==> src/rtl/cpu_clk_pkg.sv <==
// ============================================================================
//  Module      : cpu_clk_pkg
//  Description : Shared defaults and phase encoding for the CPU step clock,
//                the microcode sequencer and the control logic.
//  Revision    : 1.0 - initial release
// ============================================================================
`default_nettype none

package cpu_clk_pkg;

    localparam int DEFAULT_DEBOUNCE_CYCLES = 500000;
    localparam int DEFAULT_DIV_BASE_LOG2   = 16;

    localparam logic PHASE_FETCH = 1'b0;
    localparam logic PHASE_EXEC  = 1'b1;

endpackage

`default_nettype wire

==> src/rtl/button_debounce.sv <==
// ============================================================================
//  Module      : button_debounce
//  Description : Two-flop synchroniser, stable-count debouncer and a one-cycle
//                pulse on each debounced rising edge.
//  Revision    : 1.0 - initial release
// ============================================================================
`default_nettype none

module button_debounce
    import cpu_clk_pkg::*;
#(
    parameter int DEBOUNCE_CYCLES = DEFAULT_DEBOUNCE_CYCLES
) (
    input  logic clk,
    input  logic rst,
    input  logic btn_raw,
    output logic press
);

    localparam int                 c_cnt_w  = $clog2(DEBOUNCE_CYCLES + 1);
    localparam logic [c_cnt_w-1:0] c_last   = c_cnt_w'(DEBOUNCE_CYCLES - 1);

    logic [1:0]         r_sync;
    logic               r_level;
    logic               r_level_d;
    logic               r_press;
    logic [c_cnt_w-1:0] r_cnt;

    // Levels reset to "pressed" so a button held through reset needs a
    // full release/press cycle before it can produce a pulse.
    always_ff @(posedge clk) begin
        if (rst) begin
            r_sync    <= 2'b11;
            r_level   <= 1'b1;
            r_level_d <= 1'b1;
            r_press   <= 1'b0;
            r_cnt     <= '0;
        end else begin
            r_sync    <= {r_sync[0], btn_raw};
            r_level_d <= r_level;
            r_press   <= r_level & ~r_level_d;
            if (r_sync[1] != r_level) begin
                if (r_cnt == c_last) begin
                    r_level <= ~r_level;
                    r_cnt   <= '0;
                end else begin
                    r_cnt   <= r_cnt + c_cnt_w'(1);
                end
            end else begin
                r_cnt <= '0;
            end
        end
    end

    assign press = r_press;

endmodule

`default_nettype wire

==> src/rtl/cpu_step_clock.sv <==
// ============================================================================
//  Module      : cpu_step_clock
//  Description : CPU advance enable from step/run buttons with a power-of-two
//                run rate; optional breakpoint halt under CPU_BREAK_EN.
//  Revision    : 1.0 - initial release
// ============================================================================
`default_nettype none

module cpu_step_clock
    import cpu_clk_pkg::*;
#(
    parameter int DEBOUNCE_CYCLES = DEFAULT_DEBOUNCE_CYCLES,
    parameter int DIV_BASE_LOG2   = DEFAULT_DIV_BASE_LOG2
) (
    input  logic        clk,
    input  logic        rst,
    input  logic        btn_step,
    input  logic        btn_run,
    input  logic [2:0]  rate_sel,
`ifdef CPU_BREAK_EN
    input  logic [15:0] pc,
    input  logic [15:0] bkpt_addr,
    input  logic        bkpt_valid,
    output logic        halted,
`endif
    output logic        cpu_tick,
    output logic        phase,
    output logic        running
);

    localparam int DIV_W = DIV_BASE_LOG2 + 8;

    logic             w_step_press;
    logic             w_run_press;
    logic [DIV_W-1:0] w_terminal;
    logic             w_tick_nxt;
    logic             w_running_nxt;
    logic [DIV_W-1:0] w_div_nxt;

    logic             r_tick;
    logic             r_phase;
    logic             r_running;
    logic [DIV_W-1:0] r_div;

`ifdef CPU_BREAK_EN
    logic             w_bkpt_hit;
    logic             r_halted;
`endif

    button_debounce #(.DEBOUNCE_CYCLES(DEBOUNCE_CYCLES)) u_db_step (
        .clk     (clk),
        .rst     (rst),
        .btn_raw (btn_step),
        .press   (w_step_press)
    );

    button_debounce #(.DEBOUNCE_CYCLES(DEBOUNCE_CYCLES)) u_db_run (
        .clk     (clk),
        .rst     (rst),
        .btn_raw (btn_run),
        .press   (w_run_press)
    );

    assign w_terminal = (DIV_W'(1) << (DIV_BASE_LOG2 + int'(rate_sel))) - DIV_W'(1);

    // A run press takes priority over both the divider wrap and a step press.
    always_comb begin
        w_tick_nxt    = 1'b0;
        w_running_nxt = r_running;
        w_div_nxt     = r_div;
`ifdef CPU_BREAK_EN
        w_bkpt_hit    = 1'b0;
`endif
        if (w_run_press) begin
            w_running_nxt = ~r_running;
            if (!r_running) begin
                w_div_nxt = '0;
            end
        end else if (r_running) begin
            // >= rather than == so a shortened period wraps at once.
            if (r_div >= w_terminal) begin
                w_div_nxt = '0;
`ifdef CPU_BREAK_EN
                if (r_phase == PHASE_FETCH && bkpt_valid && pc == bkpt_addr) begin
                    w_bkpt_hit    = 1'b1;
                    w_running_nxt = 1'b0;
                end else begin
                    w_tick_nxt = 1'b1;
                end
`else
                w_tick_nxt = 1'b1;
`endif
            end else begin
                w_div_nxt = r_div + DIV_W'(1);
            end
        end else if (w_step_press) begin
            w_tick_nxt = 1'b1;
        end
    end

    always_ff @(posedge clk) begin
        if (rst) begin
            r_tick    <= 1'b0;
            r_phase   <= PHASE_FETCH;
            r_running <= 1'b0;
            r_div     <= '0;
        end else begin
            // Never two ticks back to back, even with a one-cycle period.
            r_tick    <= w_tick_nxt & ~r_tick;
            r_running <= w_running_nxt;
            r_div     <= w_div_nxt;
            if (r_tick) begin
                r_phase <= ~r_phase;
            end
        end
    end

`ifdef CPU_BREAK_EN
    always_ff @(posedge clk) begin
        if (rst) begin
            r_halted <= 1'b0;
        end else if (w_bkpt_hit) begin
            r_halted <= 1'b1;
        end else if (w_run_press || w_step_press) begin
            r_halted <= 1'b0;
        end
    end

    assign halted = r_halted;
`endif

    assign cpu_tick = r_tick;
    assign phase    = r_phase;
    assign running  = r_running;

endmodule

`default_nettype wire

==> config.mk <==
export PLATFORM = sky130hd
export DESIGN_NAME = cpu_step_clock
export DESIGN_NICKNAME = d
export VERILOG_FILES = /design/src/rtl/cpu_clk_pkg.sv /design/src/rtl/button_debounce.sv /design/src/rtl/cpu_step_clock.sv
export SDC_FILE = /design/constraint.sdc
export NUM_CORES = 1
export LEC_CHECK = 0
export BUFFER_PORTS_ARGS = -buffer_cell sky130_fd_sc_hd__buf_2
export CELL_PAD_IN_SITES_DETAIL_PLACEMENT = 1
export CELL_PAD_IN_SITES_GLOBAL_PLACEMENT = 2
export CORE_ASPECT_RATIO = 2
export CORE_MARGIN = 2
export CORE_UTILIZATION = 39
export DETAILED_ROUTE_END_ITERATION = 12
export PLACE_DENSITY_LB_ADDON = 0.1
export SLEW_MARGIN = 20
export SYNTH_ARGS = -nofsm -noshare
export SYNTH_HDL_FRONTEND = slang
export SYNTH_SLANG_ARGS = --single-unit
==> constraint.sdc <==
create_clock -name clk -period 2.3 [get_ports clk]
set_input_delay 0.46 -clock clk [delete_from_list [all_inputs] [get_ports clk]]
set_output_delay 0.46 -clock clk [all_outputs]
set_load 0.05 [all_outputs]
# Yosys cells after proc, flatten, opt, wreduce, memory -nomap -nowiden
# Cells that the tools add are included.
dict set report op_classes {
  n_reduce_logical 6
  n_shift 1
  bitwise_logic 12
  n_eq_ne 5
  order_cmp 1
  addsub 5
  muxes 8
}
# cell count
set ops {}
lappend ops {{24-bit two-way mux} 4}
lappend ops {{19-bit by 1-bit adder with 19-bit output (second input constant)} 2}
lappend ops {{19-bit == test (second input constant)} 2}
lappend ops {{24-bit by 1-bit adder with 24-bit output (second input constant)} 1}
lappend ops {{24-bit greater-or-equal comparator} 1}
lappend ops {{1-bit by 6-bit left shift with 24-bit output (first input constant)} 1}
lappend ops {{24-bit by 2-bit subtractor with 24-bit output (second input constant)} 1}
lappend ops {{1-bit NOT} 9}
lappend ops {{5-bit by 3-bit adder with 6-bit output (first input constant)} 1}
lappend ops {{2-bit AND reduction} 3}
lappend ops {{3-bit OR reduction} 2}
lappend ops {{1-bit two-way mux} 4}
lappend ops {{1-bit bitwise AND} 3}
lappend ops {{1-bit != test} 2}
lappend ops {{2-bit != test (second input constant)} 1}
lappend ops {{2-bit nonzero test} 1}
dict set report word_totals {
  reg_bits 75
  inputBits 7
}

# Longest topological paths before layout
# Gate-level depths: netlist of the first run.
dict set report logic_depth {
  word_depth 8
  ltp_mapped 8
  depth_no_buf 7
}

# Modules after synthesis
# Synthesis of the first run repeated with hierarchy kept, for this count alone.
dict set report hier_totals {
  cells_unflattened 427
  hier_area_um2 3723.6
}
# module area_per_inst_um2 n_inst cells_each seq_area_each_um2
set modules_own_cells {}
lappend modules_own_cells {button_debounce 1047.3 2 113 480.5}
lappend modules_own_cells {cpu_step_clock 1629.1 1 201 540.5}

# Least setup slack after synthesis of the first run
# Ideal clock, no wire load.
dict set report synth_path {
  path_type {register -> register}
  start {register r_running (netlist: running)}
  end {register r_div[20]}
  setup_ps 74
  setup_slack_ps 319
  stages_incl_launch_ff 7
  path_buffers 1
  required_time_ps 2226
  arrival_time_ps 1907
  synth_period_minus_slack_ps 1981
  path_cell_list {dfxtp_1 > nand2b_1 > or3_1 > a211oi_2 > buf_4 > a41oi_1 > a31oi_1}
}
dict set report synth_via {
  elab_chain_len 2
  elab_cells_between_ends 3
  cone_classes {eq/ne (1); reduce/logical (2)}
}
# item line
set synth_rtl {}
lappend synth_rtl {{start: declaration} cpu_step_clock.sv:42} ;# logic r_running;
lappend synth_rtl {{start signal: assignment} cpu_step_clock.sv:110} ;# r_running <= w_running_nxt;
lappend synth_rtl {{2-bit != test (no source line) or 2-bit nonzero test (tied branches)} --}
lappend synth_rtl {{2-bit AND reduction (no source line) *} --}
lappend synth_rtl {{end signal: assignment} cpu_step_clock.sv:111} ;# r_div <= w_div_nxt;
lappend synth_rtl {{end: declaration} cpu_step_clock.sv:43} ;# logic [DIV_W-1:0] r_div;
# Every way passes the cells marked *; elsewhere a longest branch is shown, timed or not.
# A chain may end at the register's enable or synchronous reset.

# Worst setup path after layout of the first run
dict set report layout_path {
  start {register r_div[17]}
  end {register r_div[14]}
}
dict set report layout_via {
  elab_chain_len 4
}
# item line
set layout_rtl {}
lappend layout_rtl {{24-bit greater-or-equal comparator} cpu_step_clock.sv:81} ;# if (r_div >= w_terminal) begin
lappend layout_rtl {{24-bit two-way mux} cpu_step_clock.sv:81}
lappend layout_rtl {{24-bit two-way mux} cpu_step_clock.sv:79} ;# end else if (r_running) begin
lappend layout_rtl {{24-bit two-way mux} cpu_step_clock.sv:74} ;# if (w_run_press) begin
# Every way passes these cells. The select of a mux whose other input is x is not followed.

==> metrics.md, run 1 <==
| Metric | Value |
|---|---|
| First-pass GRT wire length | `14170 µm` |
| Worst stage delay on the critical path | `0.45 ns` |
| Seq/Total Area, Yosys | `41.88%` |
| Max Slew Vio Count | `0` |
| Pin count of the biggest net entering global routing | `22` |
| Post-CTS Setup Inserts | `0` |
| Routed wire length | `8358 µm` |
| Hold WC Path Type | `in2reg` |
| Synth Warn # | `0` |
| Horiz. Die Dim | `71.79 µm` |
| Minimum clock period | `2.038 ns` |
| CP Cell Sequence | `ha_1, a21oi_1, o21ai_1, a211oi_4, buf_4, a41oi_1, a31oi_1` |
| R2R depth | `7` |
| CTS tree | `done` |
| Int Pwr | `2.136 mW` |
| Setup violators final | `0` |
| Crit. Startpoint | `r_div[17]` |
| Main flop type after synthesis | `dfxtp_1` |
| Reg clk slew, reported paths | `0.06 ns` |
| NetSw | `0.5479 mW` |
| Comb pwr share | `1.9%` |
| Syn_nets | `432` |
| Clock share of power | `49.5%` |
| Synth area leader | `dfxtp_1` |
| Hold Buf Count CTS | `0` |
| Core Util, Final | `45.47%` |
| TritonCTS Buffers | `9` |
| Min-delay src | `btn_step` |
| Initial antenna violation count | `0` |
| GRT Resource Usage Total | `17.92%` |
| Leakage | `1.470 nW` |
| Final period util | `88.61%` |
| # clock sinks | `75` |
| Root Driver | `clkbuf_16` |
| Finished Cell Area | `4070 µm²` |
| CP endpoint | `r_div[14]` |
| Syn Area/Cell | `8.659 µm²` |
| WS Path Type | `reg2reg` |
| Starting density of the core | `40.05%` |
| Cell area after synthesis | `3585 µm²` |
| Largest cells by area after synthesis | `dfxtp_1 42%, xor2_1 6.8%, nor2_1 5.8%` |
| Pwr Density | `659.3 nW/µm²` |
| VDD IR max | `0.4251 mV` |
| Register share of total power | `48.7%` |
| Worst r2r dst | `r_div[14]` |
| RSZ-0062 raised after global routing | `no` |
| Sw Share | `20.42%` |
| Placed Area | `3789 µm²` |
| Yosys top cell area share | `41.88%` |
| HPWL after DPL | `6299 µm` |
| Clock Latency Late Sink | `0.33 ns` |
| Remaining DRCs | `0` |
| Max clock buf depth | `2` |
| Post-synthesis cell type count | `56` |
| Setup crit end kind | `register` |
| Post-synth EDFFs | `0` |
| Port Buffers | `9` |
| Final clock skew | `0.005925 ns` |
| Grt ovf | `0` |
| Die ar. | `10020 µm²` |
| WP data required | `2.56 ns` |
| Syn Inst Count | `414` |
| Drt initial violations | `97` |
| CP Launch Type | `register` |
| R2R Path Start | `r_div[17]` |
| Vias per Instance | `5.619` |
| Row count | `49` |
| Status | `complete, no violations` |
| Worst-path fanout max | `21` |
| # diodes | `0` |
| Ys async rst share | `0%` |
| Max Clk Rate | `490.7 MHz` |
| Most common cell in the netlist | `dfxtp_1` |
| WL per Instance | `15.54 µm` |
| Area grow syn2layout | `13.54%` |
| Layout cell share with drive strength beyond 1 | `11.47%` |
| Final GP Congestion | `0.7700` |
| Gates resized, CTS repair | `0` |
| DR pass1 iterations | `4` |
| Nets | `450` |
| Total number of vias | `3023` |
| Final Hold Fails | `0` |
| Vias in the first global route | `3034` |
| Max Cap Violations | `0` |
| Synth Register Bits | `75` |
| Final ANT Viol Nets | `0` |
| Crit-path slowest cell | `dfxtp_1` |
| Crit path DAT | `2.29 ns` |
| Vert. Die Dim | `139.6 µm` |
| Register-to-Register Setup Slack | `0.26 ns` |
| Core area | `8951 µm²` |
| H-tree depth | `3` |
| Top cells by count, synth | `75 x dfxtp_1, 55 x nor2_1, 41 x nand2_1` |
| I/O pin count | `10` |
==> stage by stage <==
| step | power [mW] | TNS (ns) | cells | hold slack, ns | setup WS [ns] |
|---|---|---|---|---|---|
| floorplan | 1.365 | 0 | 414 | 0.3721 | 0.3189 |
| global placement | 1.385 | 0 | 523 | 0.3794 | 0.08222 |
| detailed placement | 1.386 | -0.004800 | 523 | 0.3895 | -0.004800 |
| CTS | 2.732 | 0 | 538 | 0.3013 | 0.2069 |
| global route | 2.803 | 0 | 538 | 0.3063 | 0.1116 |
| finish | 2.684 | 0 | 538 | 0.3139 | 0.2619 |
==> critical path, delay by kind of cell (launching register included) <==
| family | cells | cell delay (ns) |
|---|---|---|
| AO/OA/AOI/OAI | 5 | 0.93 |
| adder cells (fa/ha/maj) | 1 | 0.29 |
| buffers and inverters | 1 | 0.29 |
| flip-flops | 1 | 0.45 |
==> per-layer routing <==
layer / vias up / track usage [%] / share of wire, %
li1: 1497 / - / -
met1: 1473 / 19.13 / 39
met2: 35 / 32.26 / 56
met3: 18 / 4.417 / 2.4
met4: 0 / 7.944 / 3.1
met5: - / 0 / 0
==> state kept, by name, indices dropped and copies added, names as in the netlist <==
signal,count
r_div,24
u_db_run.r_cnt,19
u_db_step.r_cnt,19
u_db_run.r_sync,2
u_db_step.r_sync,2
cpu_tick,1
phase,1
running,1
u_db_run.press,1
u_db_run.r_level,1
u_db_run.r_level_d,1
u_db_step.press,1
u_db_step.r_level,1
u_db_step.r_level_d,1
==> how the worst min path moves through the flow <==
stage / to / slack (ns) / cells after the start
floorplan: u_db_run.press / 0.37 / 1
global placement: u_db_step.press / 0.38 / 1
detailed placement: u_db_run.press / 0.39 / 1
CTS: u_db_run.r_sync[0] / 0.30 / 2
global route: u_db_run.r_sync[0] / 0.31 / 2
finish: u_db_step.r_sync[0] / 0.31 / 2
==> power groups by stage <==
| stage | Combinational (mW) | Clock (mW) | Sequential (mW) |
|---|---|---|---|
| 3_3_place_gp | 0.0508 | 0 | 1.33 |
| 6_report | 0.0506 | 1.33 | 1.31 |
| 3_5_place_dp | 0.0521 | 0 | 1.33 |
| 5_1_grt | 0.0577 | 1.44 | 1.31 |
| 2_1_floorplan | 0.0316 | 0 | 1.33 |
| 4_1_cts | 0.0524 | 1.37 | 1.31 |
==> cell type report <==
| cell class | instances | area, µm² |
|---|---|---|
| fillers | 1058 | 4881 |
| inverters | 10 | 37.54 |
| multi-input cells | 313 | 1972 |
| repair buffers | 23 | 150.1 |
| well taps | 102 | 127.6 |
| clock buffers | 14 | 274.0 |
| clock inverters | 1 | 7.507 |
| flip-flops and latches | 75 | 1501 |
==> cells in the final DEF, fill, tap and decap left out, types with 3 or more instances in the layout <==
cell        n
or3_1       4
and3_1      8
nand3_1    30
inv_1      10
o21ai_1    10
xor2_1     28
dfxtp_1    75
nand2_1    41
nor4_1      4
xnor2_1    13
or2_2       6
buf_4      14
nand4_1    23
clkbuf_8    3
nor2_1     55
nor3_1      8
clkbuf_16   9
ha_1       11
buf_2       9
and4_1      7
nor2b_1     4
o21ai_0     4
a41oi_1     4
a31oi_1     7
a21oi_1     7
==> kinds of logic after synthesis <==
family	Yosys count	share of synthesized area, %
simple gates	211	31.59
flops	75	41.88
compound gates	49	9.250
xor+xnor	41	10.02
buf+inv	26	3.316
fa+ha+maj	11	3.839
other cells	1	0.1046
No activity file was read; power rests on OpenSTA's default activity.
==> inputs of run 2 (changes only) <==
Clock period 2.3 ns to 1.9 ns, I/O delays scaled along.
==> run 2 against run 1 <==
Compared with the run above: the flow now finishes with violations (setup timing); routed wire length rose by 9.5%; die area is the same; register-to-register slack worse by 0.32 ns; via count increased by 4.3%; clock-buffer cell count stayed put; critical path depth up 2; clock skew decreased by 0.00092 ns; critical path type unchanged; combinational power up 43%.
==> metrics.md, run 2 (same netlist as run 1, synthesis figures left out) <==
| Metric | Value |
|---|---|
| Status | `finished, violations left` |
| Failing checks | `setup timing` |
| Layout cell share with drive strength beyond 1 | `21.11%` |
| Initial antenna violation count | `0` |
| H-tree depth | `3` |
| Area grow syn2layout | `26.07%` |
| Nets | `482` |
| Row count | `49` |
| TritonCTS Buffers | `9` |
| Clock Latency Late Sink | `0.33 ns` |
| I/O pin count | `10` |
| Int Pwr | `2.559 mW` |
| DR pass1 iterations | `5` |
| First-pass GRT wire length | `14690 µm` |
| Hold Buf Count CTS | `0` |
| R2R Path Start | `r_div[23]` |
| # clock sinks | `75` |
| Port Buffers | `9` |
| VDD IR max | `0.5151 mV` |
| Hold WC Path Type | `in2reg` |
| Max Slew Vio Count | `0` |
| Final Hold Fails | `0` |
| CP Cell Sequence | `ha_4, nand2b_4, or3_4, a211oi_4, buf_6, buf_6, clkbuf_16, nand4_1, nand2_1` |
| WL per Instance | `16.02 µm` |
| Clock share of power | `49.0%` |
| Root Driver | `clkbuf_16` |
| CTS tree | `done` |
| Final setup margin | `-0.06064 ns` |
| WP data required | `2.17 ns` |
| Routed wire length | `9150 µm` |
| Commonest non-fill, non-tap cell in the layout | `dfxtp_1` |
| Most frequent CP cell | `buf_6` |
| Crit-path slowest cell | `or3_4` |
| Top Registers | `r_div (24), u_db_run.r_cnt (19), u_db_step.r_cnt (19)` |
| Worst-path fanout max | `8` |
| Worst stage delay on the critical path | `0.38 ns` |
| WS Path Type | `reg2reg` |
| Drt initial violations | `101` |
| Final non-filler cell total | `571` |
| Die ar. | `10020 µm²` |
| Pwr Density | `717.3 nW/µm²` |
| Register-to-Register Setup Slack | `-0.06 ns` |
| GRT Resource Usage Total | `18.65%` |
| Comb pwr share | `2.2%` |
| Min-delay src | `btn_run` |
| Vias per Instance | `5.522` |
| Starting density of the core | `40.05%` |
| WHS Endpoint | `u_db_run.r_sync[0]` |
| Fillers | `1034` |
| Reg clk slew, reported paths | `0.05 ns` |
| Biggest register | `r_div` |
| Setup violators final | `15` |
| Register share of total power | `48.8%` |
| Placed Cells | `547` |
| Crit path DAT | `2.23 ns` |
| Max clock buf depth | `2` |
| Final period util | `103.2%` |
| Crit. Startpoint | `r_div[23]` |
| Setup crit end kind | `register` |
| NetSw | `0.6825 mW` |
| Final GP Congestion | `0.7708` |
| Largest register FFs | `24` |
| Vert. Die Dim | `139.6 µm` |
| Total number of vias | `3153` |
| Remaining DRCs | `0` |
| Minimum clock period | `1.961 ns` |
| Grt ovf | `0` |
| Worst r2r dst | `r_div[23]` |
| Horiz. Die Dim | `71.79 µm` |
| R2R depth | `9` |
| Worst hold path stage count | `2` |
| Max Clk Rate | `510.0 MHz` |
| HPWL after DPL | `6395 µm` |
| Final ANT Viol Nets | `0` |
| Commonest non-fill, non-tap cells in the layout | `73 x dfxtp_1, 55 x nor2_1, 40 x nand2_1` |
| Pin count of the biggest net entering global routing | `34` |
| Leakage | `1.684 nW` |
| # diodes | `0` |
| RSZ-0062 raised after global routing | `yes` |
| Vias in the first global route | `3147` |
| CP Launch Type | `register` |
| Max Cap Violations | `0` |
| Sw Share | `21.05%` |
| Final clock skew | `0.005004 ns` |
| Final total power | `3.242 mW` |
| Core area | `8951 µm²` |
## run 2: power by group through the flow
stage / Sequential (mW) / Combinational, mW / Clock (mW)
final: 1.58 / 0.0725 / 1.59
after global routing: 1.58 / 0.0820 / 1.70
after detailed placement: 1.62 / 0.0691 / 0
after floorplan: 1.61 / 0.0382 / 0
after global placement: 1.61 / 0.0661 / 0
after CTS: 1.58 / 0.0693 / 1.64
## run 2: repair_timing
item                                   4_1_cts  5_1_grt
endpoints found under the hold margin        0        0
setup buffers                                0        4
setup endpoints to repair                    3       19
gates resized for setup                      2       20
pin swaps                                    0       10
gates cloned                                 0        4
## run 2: worst max path at each step
stage          slack [ns]  depth (start not counted)         to
6_report            -0.06                          9  r_div[23]
5_1_grt             -0.11                          9  r_div[17]
4_1_cts             0.001                          6  r_div[13]
3_5_place_dp        -0.25                          9  r_div[10]
3_3_place_gp        -0.20                          9  r_div[10]
2_1_floorplan        0.06                          8  r_div[23]
## run 2: worst max-delay path, delay by kind of cell (launching register included)
kind                       cells  cell delay (ns)
buffers and inverters          3             0.42
DFF                            1             0.33
adders and majority gates      1             0.15
AOI/OAI and AO/OA              1             0.31
and+or+nand+nor                4             0.70
## run 2: metal layers
| layer | track usage (%) | vias to the layer above | part of all wire (%) |
|---|---|---|---|
| met1 | 19.80 | 1526 | 39 |
| met5 | 0 | - | 0 |
| li1 | - | 1571 | - |
| met3 | 3.983 | 24 | 1.7 |
| met2 | 34.11 | 32 | 56 |
| met4 | 8.242 | 0 | 3.8 |
## run 2: layout make-up
type	instances	area (µm²)	area share, %
clock buffer	14	264.0	5.842
sequential	75	1504	33.28
multi-input combinational	313	2068	45.76
timing repair buffer	55	508.0	11.24
inverter	10	37.54	0.8306
tap	102	127.6	2.824
clock inverter	2	10.01	0.2215
## run 2: through the flow
step	hold WS [ns]	setup TNS (ns)	area [µm²]	setup slack [ns]	util [%]
finish	0.2300	-0.3932	4519	-0.06064	50.49
global route	0.2349	-1.722	4519	-0.1111	50.49
CTS	0.2209	0	4307	0.0009668	48.11
detailed placement	0.3850	-4.260	4020	-0.2476	44.91
global placement	0.3790	-3.280	4020	-0.1988	44.91
floorplan	0.3721	0	3586	0.06026	-
==> inputs of run 3 (changes only) <==
Settings changed: BUFFER_PORTS_ARGS -buffer_cell sky130_fd_sc_hd__buf_2 to -buffer_cell sky130_fd_sc_hd__buf_4.
==> run 3 against run 2 <==
Compared with the run above: the flow now finishes without violations; critical path depth is 1 lower; largest cell class unchanged; clock power about the same; core utilization is 0.38 points lower; global-route usage increased by 1.3 points.
==> metrics.md, run 3 (same netlist as run 1, synthesis figures left out) <==
| Metric | Value |
|---|---|
| HPWL after DPL | `6920 µm` |
| Commonest non-fill, non-tap cells in the layout | `72 x dfxtp_1, 55 x nor2_1, 51 x buf_4` |
| Vias per Instance | `5.518` |
| Hold Worst Slack | `0.2308 ns` |
| Setup crit end kind | `register` |
| I/O pin count | `10` |
| Max Cap Violations | `0` |
| Row count | `49` |
| GRT Resource Usage Total | `19.95%` |
| Layout cell share with drive strength beyond 1 | `21.32%` |
| Hold WC Path Type | `in2reg` |
| Root Driver | `clkbuf_16` |
| Initial antenna violation count | `0` |
| Pin count of the biggest net entering global routing | `20` |
| Drt initial violations | `94` |
| Sw Share | `20.84%` |
| # clock sinks | `75` |
| Register share of total power | `48.3%` |
| Register-to-Register Setup Slack | `0.01 ns` |
| Minimum clock period | `1.889 ns` |
| Status | `complete, no violations` |
| Vias in the first global route | `3426` |
| Crit path DAT | `2.14 ns` |
| Total number of vias | `3151` |
| CTS tree | `done` |
| RSZ-0062 raised after global routing | `yes` |
| Commonest non-fill, non-tap cell in the layout | `dfxtp_1` |
| Clock share of power | `49.3%` |
| Vert. Die Dim | `139.6 µm` |
| Final Hold Fails | `0` |
| Max clock buf depth | `2` |
| Core area | `8951 µm²` |
| Final clock skew | `0.006906 ns` |
| WS Path Type | `reg2reg` |
| Remaining DRCs | `0` |
| Largest register FFs | `24` |
| CP Launch Type | `register` |
| Setup_tns | `0 ns` |
| Crit-path slowest cell | `dfxtp_2` |
| Finished Cell Area | `4486 µm²` |
| Nets | `483` |
| Max Slew Vio Count | `0` |
| Comb pwr share | `2.4%` |
| VDD IR max | `0.5219 mV` |
| Top Registers | `r_div (24), u_db_run.r_cnt (19), u_db_step.r_cnt (19)` |
| Final GP Congestion | `0.7543` |
| Worst stage delay on the critical path | `0.34 ns` |
| Biggest register | `r_div` |
| Setup violators final | `0` |
| Placed Area | `4050 µm²` |
| Area grow syn2layout | `25.13%` |
| Pwr Density | `730.0 nW/µm²` |
| Reg clk slew, reported paths | `0.06 ns` |
| Die ar. | `10020 µm²` |
| Max Clk Rate | `529.4 MHz` |
| Final ANT Viol Nets | `0` |
| TritonCTS Buffers | `9` |
| Worst-path fanout max | `16` |
| Routed wire length | `9406 µm` |
| DR pass1 iterations | `4` |
| Starting density of the core | `40.05%` |
| First-pass GRT wire length | `15630 µm` |
| Clock Latency Late Sink | `0.33 ns` |
| Grt ovf | `0` |
| Horiz. Die Dim | `71.79 µm` |
| Port Buffers | `9` |
| NetSw | `0.6824 mW` |
| Final period util | `99.42%` |
| Leakage | `1.684 nW` |
| WL per Instance | `16.47 µm` |
| WP data required | `2.15 ns` |
| # diodes | `0` |
| Int Pwr | `2.592 mW` |
| CP Cell Sequence | `ha_2, nand2b_4, or3_4, a211oi_4, buf_6, buf_12, a41oi_2, a31oi_1` |
| Final total power | `3.274 mW` |
| H-tree depth | `3` |
-- run 3: timing repair --
action	CTS	global route
pin swaps	1	5
hold buffers	0	0
buffers inserted	1	1
setup endpoints to repair	19	27
gates resized for setup	11	11
gates cloned	0	1
-- run 3: path summary, 6_finish.rpt --
kind / to / cells past startpoint / from
worst max-delay path: r_div[22] / 8 / r_div[23]
worst min-delay path: u_db_step.r_sync[0] / 2 / btn_step
worst min register to register: u_db_step.press / 1 / u_db_step.r_level_d
worst max register to register: r_div[22] / 8 / r_div[23]
-- run 3: metal layers --
layer  global-route usage [%]  wire (µm)
met5                        0          0
met4                    9.732        194
met3                    3.041        145
met2                    40.11       5661
met1                    18.16       3405
-- run 3: metrics by stage --
stage | setup slack [ns] | std cells | util, %
after detailed placement | -0.2779 | 553 | 45.25
after floorplan | 0.06026 | 414 | -
after global placement | -0.2317 | 553 | 45.25
final | 0.01100 | 571 | 50.11
after CTS | 0.009461 | 569 | 48.97
after global routing | -0.03686 | 571 | 50.11
-- run 3: cell type report --
| class | instances | area, µm² |
|---|---|---|
| clock buffers | 13 | 270.3 |
| well taps | 102 | 127.6 |
| inverters | 10 | 37.54 |
| multi-input cells | 313 | 2061 |
| flip-flops and latches | 75 | 1505 |
| clock inverters | 2 | 10.01 |
| repair buffers | 56 | 474.2 |
| fillers | 1077 | 4466 |
-- run 3: power by group through the flow --
stage               logic, mW  registers (mW)  clock network (mW)
global route           0.0870            1.58                1.73
detailed placement     0.0754            1.62                   0
global placement       0.0740            1.61                   0
finish                 0.0779            1.58                1.62
CTS                    0.0763            1.58                1.66
floorplan              0.0382            1.61                   0
-- run 3: worst max-delay path: cells and delay by family (launching register included) --
kind / cells / cell delay [ns]
AOI/OAI and AO/OA: 3 / 0.44
and+or+nand+nor: 2 / 0.48
adders and majority gates: 1 / 0.20
DFF: 1 / 0.34
buffers and inverters: 2 / 0.33
